--- config.mk ---
export PLATFORM = sky130hd
export DESIGN_NAME = fifo_rd_stream
export DESIGN_NICKNAME = d
export VERILOG_FILES = /design/src/rtl/fifo_rd_pkg.sv /design/src/rtl/rd_skid_buf.sv /design/src/rtl/fifo_rd_stream.sv
export SDC_FILE = /design/constraint.sdc
export NUM_CORES = 1
export LEC_CHECK = 0
export CORE_ASPECT_RATIO = 1.1
export CORE_UTILIZATION = 32
export CTS_CLUSTER_SIZE = 12
export DETAILED_ROUTE_END_ITERATION = 7
export GPL_TIMING_DRIVEN = 0
export PLACE_DENSITY = 0.69
export SLEW_MARGIN = 20
export SYNTH_ARGS = -nofsm -noshare
export SYNTH_HDL_FRONTEND = slang
export SYNTH_HIERARCHICAL = 1
export SYNTH_SLANG_ARGS = --single-unit
--- constraint.sdc ---
create_clock -name rclk -period 1.9 [get_ports rclk]
set_input_delay 0.475 -clock rclk [delete_from_list [all_inputs] [get_ports rclk]]
set_output_delay 0.475 -clock rclk [all_outputs]
set_load 0.05 [all_outputs]
--- src/rtl/fifo_rd_pkg.sv ---
// Shared types and defaults for the FIFO read-side drain engine.
package fifo_rd_pkg;

    // Skid-buffer occupancy; the encoding doubles as the numeric occupancy.
    typedef enum logic [1:0] {
        OCC_EMPTY = 2'd0,
        OCC_ONE   = 2'd1,
        OCC_TWO   = 2'd2
    } occ_state_t;

    localparam int DEFAULT_PKT_LEN = 16;

endpackage

--- src/rtl/rd_skid_buf.sv ---
// Two-entry registered skid buffer with occupancy FSM. The head entry always
// drives the output; the tail only catches a word while the head is stalled.
module rd_skid_buf
    import fifo_rd_pkg::*;
#(
    parameter int W = 13
) (
    input  logic         rclk,
    input  logic         rrst,
    input  logic         push,
    input  logic [W-1:0] push_payload,
    input  logic         pop_ready,
    output logic         out_valid,
    output logic [W-1:0] out_payload,
    output logic [1:0]   occ
);

    occ_state_t   state;
    logic [W-1:0] head;
    logic [W-1:0] tail;
    logic         pop;

    assign pop         = (state != OCC_EMPTY) && pop_ready;
    assign out_valid   = (state != OCC_EMPTY);
    assign out_payload = head;
    assign occ         = state;

    // Occupancy FSM and head register; head resets so the output reads 0 before the first push.
    always_ff @(posedge rclk or negedge rrst) begin
        if (!rrst) begin
            state <= OCC_EMPTY;
            head  <= '0;
        end else begin
            case (state)
                OCC_EMPTY: begin
                    if (push) begin
                        head  <= push_payload;
                        state <= OCC_ONE;
                    end
                end
                OCC_ONE: begin
                    if (push && pop) begin
                        head <= push_payload;
                    end else if (push) begin
                        state <= OCC_TWO;
                    end else if (pop) begin
                        state <= OCC_EMPTY;
                    end
                end
                OCC_TWO: begin
                    if (pop) begin
                        head  <= tail;
                        state <= OCC_ONE;
                    end
                end
                default: state <= OCC_EMPTY;
            endcase
        end
    end

    // Tail entry captures a word only when it arrives behind a stalled head.
    always_ff @(posedge rclk) begin
        if (push && (state == OCC_ONE) && !pop) begin
            tail <= push_payload;
        end
    end

endmodule

--- src/rtl/fifo_rd_stream.sv ---
// Drains the async FIFO read port into a valid/ready stream framed into
// fixed-length packets. Pop requests depend only on registered occupancy,
// never on m_ready.
module fifo_rd_stream
    import fifo_rd_pkg::*;
#(
    parameter int DATA_SIZE = 12,
    parameter int PKT_LEN   = DEFAULT_PKT_LEN,
    parameter int CNT_W     = 16
) (
    input  logic                 rclk,
    input  logic                 rrst,
    input  logic                 en,
    input  logic                 rEmpty,
    input  logic [DATA_SIZE-1:0] rData,
    output logic                 rinc,
    output logic                 m_valid,
    input  logic                 m_ready,
    output logic [DATA_SIZE-1:0] m_data,
    output logic                 m_last,
    output logic [CNT_W-1:0]     pkt_cnt,
    output logic [1:0]           occ
);

    localparam int WCNT_W = (PKT_LEN > 1) ? $clog2(PKT_LEN) : 1;
    localparam int W      = DATA_SIZE + 1;

    logic [WCNT_W-1:0] wcnt;
    logic              tag_last;
    logic [W-1:0]      head_payload;

    assign rinc     = en && !rEmpty && (occ != 2'd2);
    assign tag_last = (wcnt == WCNT_W'(PKT_LEN - 1));
    assign m_data   = head_payload[DATA_SIZE-1:0];
    assign m_last   = head_payload[DATA_SIZE];

    rd_skid_buf #(
        .W(W)
    ) u_skid (
        .rclk        (rclk),
        .rrst        (rrst),
        .push        (rinc),
        .push_payload({tag_last, rData}),
        .pop_ready   (m_ready),
        .out_valid   (m_valid),
        .out_payload (head_payload),
        .occ         (occ)
    );

    // Word position inside the packet; advances only on actual pops, so stalls keep framing.
    always_ff @(posedge rclk or negedge rrst) begin
        if (!rrst) begin
            wcnt <= '0;
        end else if (rinc) begin
            wcnt <= tag_last ? '0 : wcnt + WCNT_W'(1);
        end
    end

    // Completed-packet counter bumps when the last-tagged word is accepted downstream.
    always_ff @(posedge rclk or negedge rrst) begin
        if (!rrst) begin
            pkt_cnt <= '0;
        end else if (m_valid && m_ready && m_last) begin
            pkt_cnt <= pkt_cnt + CNT_W'(1);
        end
    end

endmodule

==> flow_summary.yaml, run 1 <==
layout:
  mostFrequentLayoutCells: "34 x dlygate4sd2_1, 33 x dfrtp_1, 19 x mux2_4"
  design_area_sq_um: 3020
  final_common_cell: "dlygate4sd2_1"
  finalNonFillerCells: 298
  fin_nets: 234
  antenna_cells: 0
  drive_gt1_share_pct: 31.0
  fin_util_pct: 46.0
  areaGrowthSynthToFinish_pct: 39.0
pwr:
  p_leak_nw: 1.39
  ir_drop_v: 0.000371
  power_mw: 3.02
  p_per_area_nw_per_um2: 1000
floorplanning:
  rows: 31
  dieArea_sq_um: 7120
  die_width_microns: 80.5
  io_pins: 50
  die_h_microns: 88.4
  core_area_sq_um: 6560
  start_util_pct: 33.1
sta:
  tns_ps: 0
  whs_ps: 50.5
  fmax_ghz: 0.531
  fin_crit_sh_pct: 99.2
  rsz0062_at_grt: "true"
  hold_viol_final: 0
  worst_pin_slew_ps: 498
  max_slew_margin_pct: 66.9
  setup_ws_ps: 16.0
  fin_crit_ps: 1880
  setup_viol: 0
  final_max_slew_viol_count: 0
  final.setup_skew_ps: 10.3
worst_setup_path:
  critical_path_class: "flop to flop"
  crit_family: "simple AND/OR/NAND/NOR gates"
  critPathSlowestCell: "dfrtp_2"
  reg2reg_from: "u_skid/occ[1]$_DFFE_PN0P_"
  crit_top_cell: "buf_12"
  critPathCaptureType: "flop"
  cp_data_arrival_time_ps: 2070
  cp-start-kind: "flop"
  critical_path_required_ps: 2080
  path_max_fanout: 5
  critPathMaxStageDelay_ps: 430
  critPathBufInv: 3
  cp-startpoint: "u_skid/occ[1]$_DFFE_PN0P_"
  cp_cell_sequence: "nor2b_4, nor3b_4, buf_6, nand2b_4, o21ai_4, buf_12, buf_12, mux2_4"
route:
  routed_wl_microns: 4120
  num_vias: 1381
  wl_met2_microns: 2120
  wl_met3_microns: 174
  highest_layer: "met4"
  drtAntennaViolNets: 0
  dr.pass1.iters: 3
  wire_per_inst_microns: 13.8
  via_per_inst: 4.63
  met1Wirelength_microns: 1800
  drtIter0Drc: 57
  drc: 0
yosys:
  synth_edf_count: 13
  syn_area_sq_um: 2170
  ys_seq_area_share_pct: 58.3
  ys_types: 33
  ys.warnings.count: 6
  synth_cells: 147
  ys.flop_type: "dfrtp_1"
  yosys_register_bits: 48
  synthArstFlopShare_pct: 72.9
  avgSynthCellArea_sq_um: 14.8
  synth_nets: 166
place:
  place_area_sq_um: 2810
  hpwl_microns: 2860
  port_buffers: 49
  place_inst: 279
  gp_congestion: 0.738
  dp_slack_ps: -875
global_routing:
  grt_pass1_vias: 1409
  grt_start_max_net_pins: 27
  grt_antenna_before_repair: 0
  grtUsageTotal_pct: 12.8
  grt_pass1_wl_microns: 6850
  gr-total-overflow: 0
clocking:
  htreeDepth: 2
  hold_buffers: 0
  numCtsBuffers: 5
  clk_pin_slew_ps: 90
  cts_buffer_depth: 2
  clk_latency_ps: 290
  cts_tree: "done"
  cts_root_buffer: "clkbuf_8"
  cts_sinks: 48
worst_hold_path:
  min_path_type: "input pin to async pin"
run_status:
  status: "completed"
run:
  maxCapViolCount: 0
report_power, final:
part / switching (mW) / total, mW / internal, mW
Combinational: 0.630 / 1.06 / 0.428
Sequential: 0.128 / 1.35 / 1.22
Clock: 0.322 / 0.619 / 0.297
state kept, by name, indices dropped and copies added (netlist names):
signal,cells
pkt_cnt,16
u_skid/out_payload,13
u_skid/tail,13
wcnt,4
u_skid/occ,2
cell usage after synthesis (2+ instances only):
cell      instances  area, sq um
dfrtp_1          35          876
mux2_4           18          270
edfxtp_1         13          390
mux2_2           10          113
xnor2_1          10         87.6
nand2_1           6         22.5
nand3_1           6         30.0
nor2_1            6         22.5
xor2_1            6         52.6
and3_1            4         25.0
nand2b_1          4         25.0
buf_6             2         22.5
ha_1              2         25.0
inv_1             2         7.51
mux2i_1           2         20.0
nand4_1           2         12.5
nor2b_1           2         12.5
o22ai_1           2         12.5
cells by family after synthesis:
kind of cell / Yosys count / synth area share (%)
adder cells (fa/ha/maj): 2 / 1.15
buffers and inverters: 6 / 2.54
AND/OR/NAND/NOR: 40 / 10.8
XOR/XNOR: 16 / 6.46
multiplexers: 30 / 18.6
flip-flops: 48 / 58.3
AO/OA/AOI/OAI: 5 / 2.13
what timing repair did:
| action | 4_1_cts | 5_1_grt |
|---|---|---|
| endpoints found under the setup margin | 68 | 23 |
| resized for setup | 51 | 10 |
| cloned | 1 | 0 |
| buffers inserted | 8 | 3 |
| pin swaps | 2 | 4 |
layer usage:
layer,vias to the layer above,GRT usage [%]
met4,0,3.90
met2,31,21.5
met5,-,0
met3,2,3.09
met1,692,16.3
li1,656,-
worst paths after layout:
path	slack, ps	depth (start not counted)	end
min	50	1	u_skid/out_payload[6]$_DFFE_PN0P_
min in group rclk	460	1	pkt_cnt[15]$_DFFE_PN0P_
max reg2reg	20	8	u_skid/out_payload[7]$_DFFE_PN0P_
max in group asynchronous	1420	2	pkt_cnt[4]$_DFFE_PN0P_
max	20	8	u_skid/out_payload[7]$_DFFE_PN0P_
min reg2reg	460	1	pkt_cnt[15]$_DFFE_PN0P_
layout make-up:
cell class              instances  area, sq um
multi-input cells              93          903
flip-flops and latches         48         1270
clock buffers                   7         86.3
fillers                       599         3540
repair buffers                 61          584
plain buffers                   4         58.8
inverters                       2         7.51
clock inverters                 1         6.26
well taps                      82          103
No activity file was read; power rests on OpenSTA's default activity.
==> inputs of run 2 (changes only) <==
--- a/config.mk
+++ b/config.mk
@@ -6,11 +6,11 @@
 export NUM_CORES = 1
 export LEC_CHECK = 0
 export CORE_ASPECT_RATIO = 1.1
-export CORE_UTILIZATION = 32
+export CORE_UTILIZATION = 45
 export CTS_CLUSTER_SIZE = 12
 export DETAILED_ROUTE_END_ITERATION = 7
 export GPL_TIMING_DRIVEN = 0
-export PLACE_DENSITY = 0.69
+export PLACE_DENSITY = 0.88
 export SLEW_MARGIN = 20
 export SYNTH_ARGS = -nofsm -noshare
 export SYNTH_HDL_FRONTEND = slang
==> run 2 against run 1 <==
Against the previous run:
- utilization grew 16 points
- final area shrank 4.4%
- worst setup slack gained 29 ps
- maximum frequency grew 1.6%
- first-iteration DRC count shrank 8.8%
==> flow_summary.yaml, run 2 (synthesis results as in run 1) <==
run:
  maxCapViolCount: 0
global_routing:
  grt_pass1_wl_microns: 6130
  grtUsageTotal_pct: 17.1
  grt_start_max_net_pins: 28
  grt_antenna_before_repair: 0
  gr-total-overflow: 0
  grt_pass1_vias: 1336
pwr:
  ir_drop_v: 0.000485
  p_per_area_nw_per_um2: 1030
  power_mw: 2.98
  p_leak_nw: 1.33
layout:
  fin_nets: 229
  finalNonFillerCells: 267
  design_area_sq_um: 2890
  largest_reg_flops: 16
  regMostFlops: "pkt_cnt"
  drive_gt1_share_pct: 29.4
  mostFrequentLayoutCells: "33 x dfrtp_1, 32 x dlygate4sd2_1, 19 x mux2_4"
  areaGrowthSynthToFinish_pct: 33.0
  fillCellCount: 379
  antenna_cells: 0
  final_common_cell: "dfrtp_1"
sta:
  fmax_ghz: 0.539
  worst_pin_slew_ps: 509
  final.setup_skew_ps: 6.87
  max_slew_margin_pct: 66.2
  fin_crit_ps: 1850
  final_max_slew_viol_count: 0
  rsz0062_at_grt: "true"
  fin_crit_sh_pct: 97.6
  hold_viol_final: 0
  setup_viol: 0
worst_setup_path:
  ff2ff_setup_slack_ps: 60
  reg2reg_from: "u_skid/occ[1]$_DFFE_PN0P_"
  critPathCaptureType: "flop"
  critical_path_required_ps: 2090
  cp_cell_sequence: "clkdlybuf4s50_1, nor3b_4, buf_6, nand2b_4, o21ai_4, buf_4, mux2_2"
  critPathBufInv: 3
  cp-startpoint: "en"
  critPathSlowestCell: "clkdlybuf4s50_1"
  critPathMaxStageDelay_ps: 450
  path_max_fanout: 4
  crit_family: "buffers and inverters"
  cp_data_arrival_time_ps: 2040
  critical_path_class: "input pin to flop"
  cp-start-kind: "input pin"
floorplanning:
  dieArea_sq_um: 5110
  rows: 26
  start_util_pct: 46.7
  core_area_sq_um: 4650
  io_pins: 50
  die_h_microns: 74.8
  die_width_microns: 68.2
place:
  gp_congestion: 0.719
  place_inst: 253
  hpwl_microns: 2790
  port_buffers: 49
  place_area_sq_um: 2770
route:
  drc: 0
  drtAntennaViolNets: 0
  wire_per_inst_microns: 14.9
  via_per_inst: 5.05
  dr.pass1.iters: 4
  num_vias: 1348
  routed_wl_microns: 3990
  drtIter0Drc: 52
clocking:
  clk_latency_ps: 300
  cts_tree: "done"
  clk_pin_slew_ps: 90
  hold_buffers: 0
  cts_root_buffer: "clkbuf_8"
  htreeDepth: 2
  numCtsBuffers: 5
  cts_buffer_depth: 2
  cts_sinks: 48
run_status:
  status: "completed"
worst_hold_path:
  min_path_type: "input pin to async pin"
-- run 2: cell count changes in the layout (fill, tap and decap cells not counted), moves of 2 or more --
| cell | before | now |
|---|---|---|
| buf_2 | 1 | 3 |
| buf_4 | 10 | 6 |
| clkdlybuf4s50_1 | 12 | 14 |
| clkinv_2 | 0 | 2 |
| dlygate4sd2_1 | 34 | 32 |
-- run 2: area by class of cell --
cell class                 count  area [sq um]  area share, %
sequential                    48          1270           44.0
multi-input combinational     93           885           30.6
timing repair buffer          56           507           17.6
clock buffer                   6          82.6           2.86
tap                           56          70.1           2.43
buffer                         4          56.3           1.95
clock inverter                 2          10.0          0.347
inverter                       2          7.51          0.260
-- run 2: report_power, final --
group	total, mW	internal [mW]	switching, mW
logic	1.03	0.402	0.632
registers	1.33	1.22	0.113
clock network	0.617	0.291	0.327
-- run 2: metal layers --
metal / global-route usage (%) / wire [microns]
met1: 19.2 / 1740
met2: 29.6 / 2010
met3: 5.45 / 194
met4: 6.94 / 52
met5: 0 / 0
-- run 2: path summary, 6_finish.rpt --
path	cells after the start	to
setup / recovery	7	u_skid/out_payload[2]$_DFFE_PN0P_
hold / removal	1	u_skid/out_payload[8]$_DFFE_PN0P_
setup reg to reg	7	u_skid/out_payload[2]$_DFFE_PN0P_
hold reg to reg	1	pkt_cnt[15]$_DFFE_PN0P_
max in group asynchronous	2	u_skid/occ[0]$_DFFE_PN0P_
min in group rclk	1	pkt_cnt[15]$_DFFE_PN0P_
-- run 2: metrics by stage --
step | setup TNS, ps | worst slack, ps | utilization (%) | hold WS [ps]
after floorplan | -12250 | -472 | - | 179
after detailed placement | -17260 | -835 | 59.6 | 358
after CTS | 0 | 5.70 | 61.2 | 25.6
after global routing | -233 | -37.9 | 62.0 | 31.9
final | 0 | 45.1 | 62.0 | 31.7
after global placement | -32220 | -824 | 59.3 | 456
-- run 2: what timing repair did --
item	4_1_cts	5_1_grt
buffers inserted	2	4
gates resized for setup	45	4
setup endpoints to repair	64	13
pin swaps	1	2
==> inputs of run 3 (changes only) <==
--- a/config.mk
+++ b/config.mk
@@ -5,7 +5,7 @@
 export SDC_FILE = /design/constraint.sdc
 export NUM_CORES = 1
 export LEC_CHECK = 0
-export CORE_ASPECT_RATIO = 1.1
+export CORE_ASPECT_RATIO = 1.75
 export CORE_UTILIZATION = 45
 export CTS_CLUSTER_SIZE = 12
 export DETAILED_ROUTE_END_ITERATION = 7
==> run 3 against run 2 <==
Against the previous run:
- count of clock-buffer cells in the layout decreased by 1
- die area is 0.21% higher
- final cell count down 1.5%
- critical path type is now flop to output port
- clock skew down 2.4 ps
- combinational power barely moved
- worst hold slack better by 51 ps
==> flow_summary.yaml, run 3 (synthesis results as in run 1) <==
route:
  wire_per_inst_microns: 15.1
  via_per_inst: 5.17
  num_vias: 1359
  drtIter0Drc: 32
  drtAntennaViolNets: 0
  routed_wl_microns: 3970
  drc: 0
  dr.pass1.iters: 5
pwr:
  p_leak_nw: 1.32
  ir_drop_v: 0.000780
  p_per_area_nw_per_um2: 1030
  power_mw: 2.96
place:
  gp_congestion: 0.735
  port_buffers: 49
  dp_slack_ps: -864
  place_inst: 249
  hpwl_microns: 2960
layout:
  fin_nets: 229
  fin_util_pct: 61.7
  finalNonFillerCells: 263
  largest_reg_flops: 16
  final_common_cell: "dfrtp_1"
  drive_gt1_share_pct: 28.4
  regArea_sq_um: 1270
  mostFrequentLayoutCells: "33 x dfrtp_1, 31 x dlygate4sd2_1, 19 x mux2_4"
  fillCellCount: 368
  areaGrowthSynthToFinish_pct: 32.5
  multiInputGateArea_sq_um: 880
  antenna_cells: 0
  regMostFlops: "pkt_cnt"
worst_setup_path:
  cp-start-kind: "flop"
  critical_path_required_ps: 1420
  critical_path_class: "flop to output port"
  cp_data_arrival_time_ps: 1380
  path_max_fanout: 5
  critPathCaptureType: "output port"
floorplanning:
  start_util_pct: 46.5
  die_width_microns: 54.5
  rows: 33
  die_h_microns: 93.9
  dieArea_sq_um: 5120
  io_pins: 50
  core_area_sq_um: 4670
sta:
  worst_pin_slew_ps: 506
  final_max_slew_viol_count: 0
  fin_crit_sh_pct: 97.8
  max_slew_margin_pct: 66.0
  fin_crit_ps: 1860
  final.setup_skew_ps: 4.45
  setup_viol: 0
  whs_ps: 82.8
  hold_viol_final: 0
  setup_ws_ps: 41.8
  fmax_ghz: 0.538
clocking:
  hold_buffers: 0
  numCtsBuffers: 5
  clk_pin_slew_ps: 90
  htreeDepth: 2
  clk_latency_ps: 300
  cts_tree: "done"
  cts_root_buffer: "clkbuf_8"
  cts_sinks: 48
  cts_buffer_depth: 2
global_routing:
  grt_start_max_net_pins: 21
  grt_pass1_wl_microns: 6520
  grt_pass1_vias: 1406
  grtUsageTotal_pct: 17.6
  grt_antenna_before_repair: 0
  gr-total-overflow: 0
run:
  maxCapViolCount: 0
run_status:
  status: "completed"
worst_hold_path:
  min_path_type: "input pin to async pin"
==> run 3: through the flow <==
stage	cell area, sq um	TNS, ps
after floorplan	2200	-12250
after global placement	2750	-31650
after detailed placement	2780	-17760
after CTS	2840	0
after global routing	2880	-5.76
final	2880	0
==> run 3: routing by layer <==
layer / routed length (microns) / up-vias / part of all wire (%) / GRT usage (%)
li1: - / 646 / - / -
met2: 2150 / 33 / 54 / 29.5
met3: 109 / 7 / 2.7 / 3.56
met1: 1630 / 673 / 41 / 20.8
met4: 85 / 0 / 2.1 / 7.91
met5: 0 / - / 0 / 0
==> run 3: cell type report <==
type,count,area share [%]
flip-flops and latches,48,44.1
clock buffers,5,2.39
repair buffers,56,17.8
clock inverters,3,0.652
inverters,2,0.261
well taps,52,2.26
plain buffers,4,1.96
multi-input cells,93,30.6
==> run 3: worst max-delay path: stages, from the launching register on <==
cell	delay, ps
dfrtp_2	420
buf_4	150
dlygate4sd2_1	520
==> run 3: what timing repair did <==
| action | CTS | global route |
|---|---|---|
| pin swaps | 0 | 1 |
| endpoints found under the setup margin | 67 | 12 |
| setup buffers | 2 | 4 |
| gates resized for setup | 44 | 4 |
==> run 3: final timing paths <==
kind                                            from                         to  slack [ps]  depth (start not counted)
max reg2reg                u_skid/occ[0]$_DFFE_PN0P_    pkt_cnt[15]$_DFFE_PN0P_          90                          6
max in group asynchronous                       rrst  u_skid/occ[0]$_DFFE_PN0P_        1380                          2
min reg2reg                  pkt_cnt[15]$_DFFE_PN0P_    pkt_cnt[15]$_DFFE_PN0P_         470                          1
max                        u_skid/occ[0]$_DFFE_PN0P_                     occ[0]          40                          2
min in group rclk            pkt_cnt[15]$_DFFE_PN0P_    pkt_cnt[15]$_DFFE_PN0P_         470                          1
min                                             rrst    pkt_cnt[13]$_DFFE_PN0P_          80                          1
==> run 3: power breakdown <==
part | internal (mW) | switching (mW) | total (mW)
Combinational | 0.399 | 0.626 | 1.02
Sequential | 1.22 | 0.116 | 1.33
Clock | 0.255 | 0.349 | 0.604
Total | 1.87 | 1.09 | 2.96
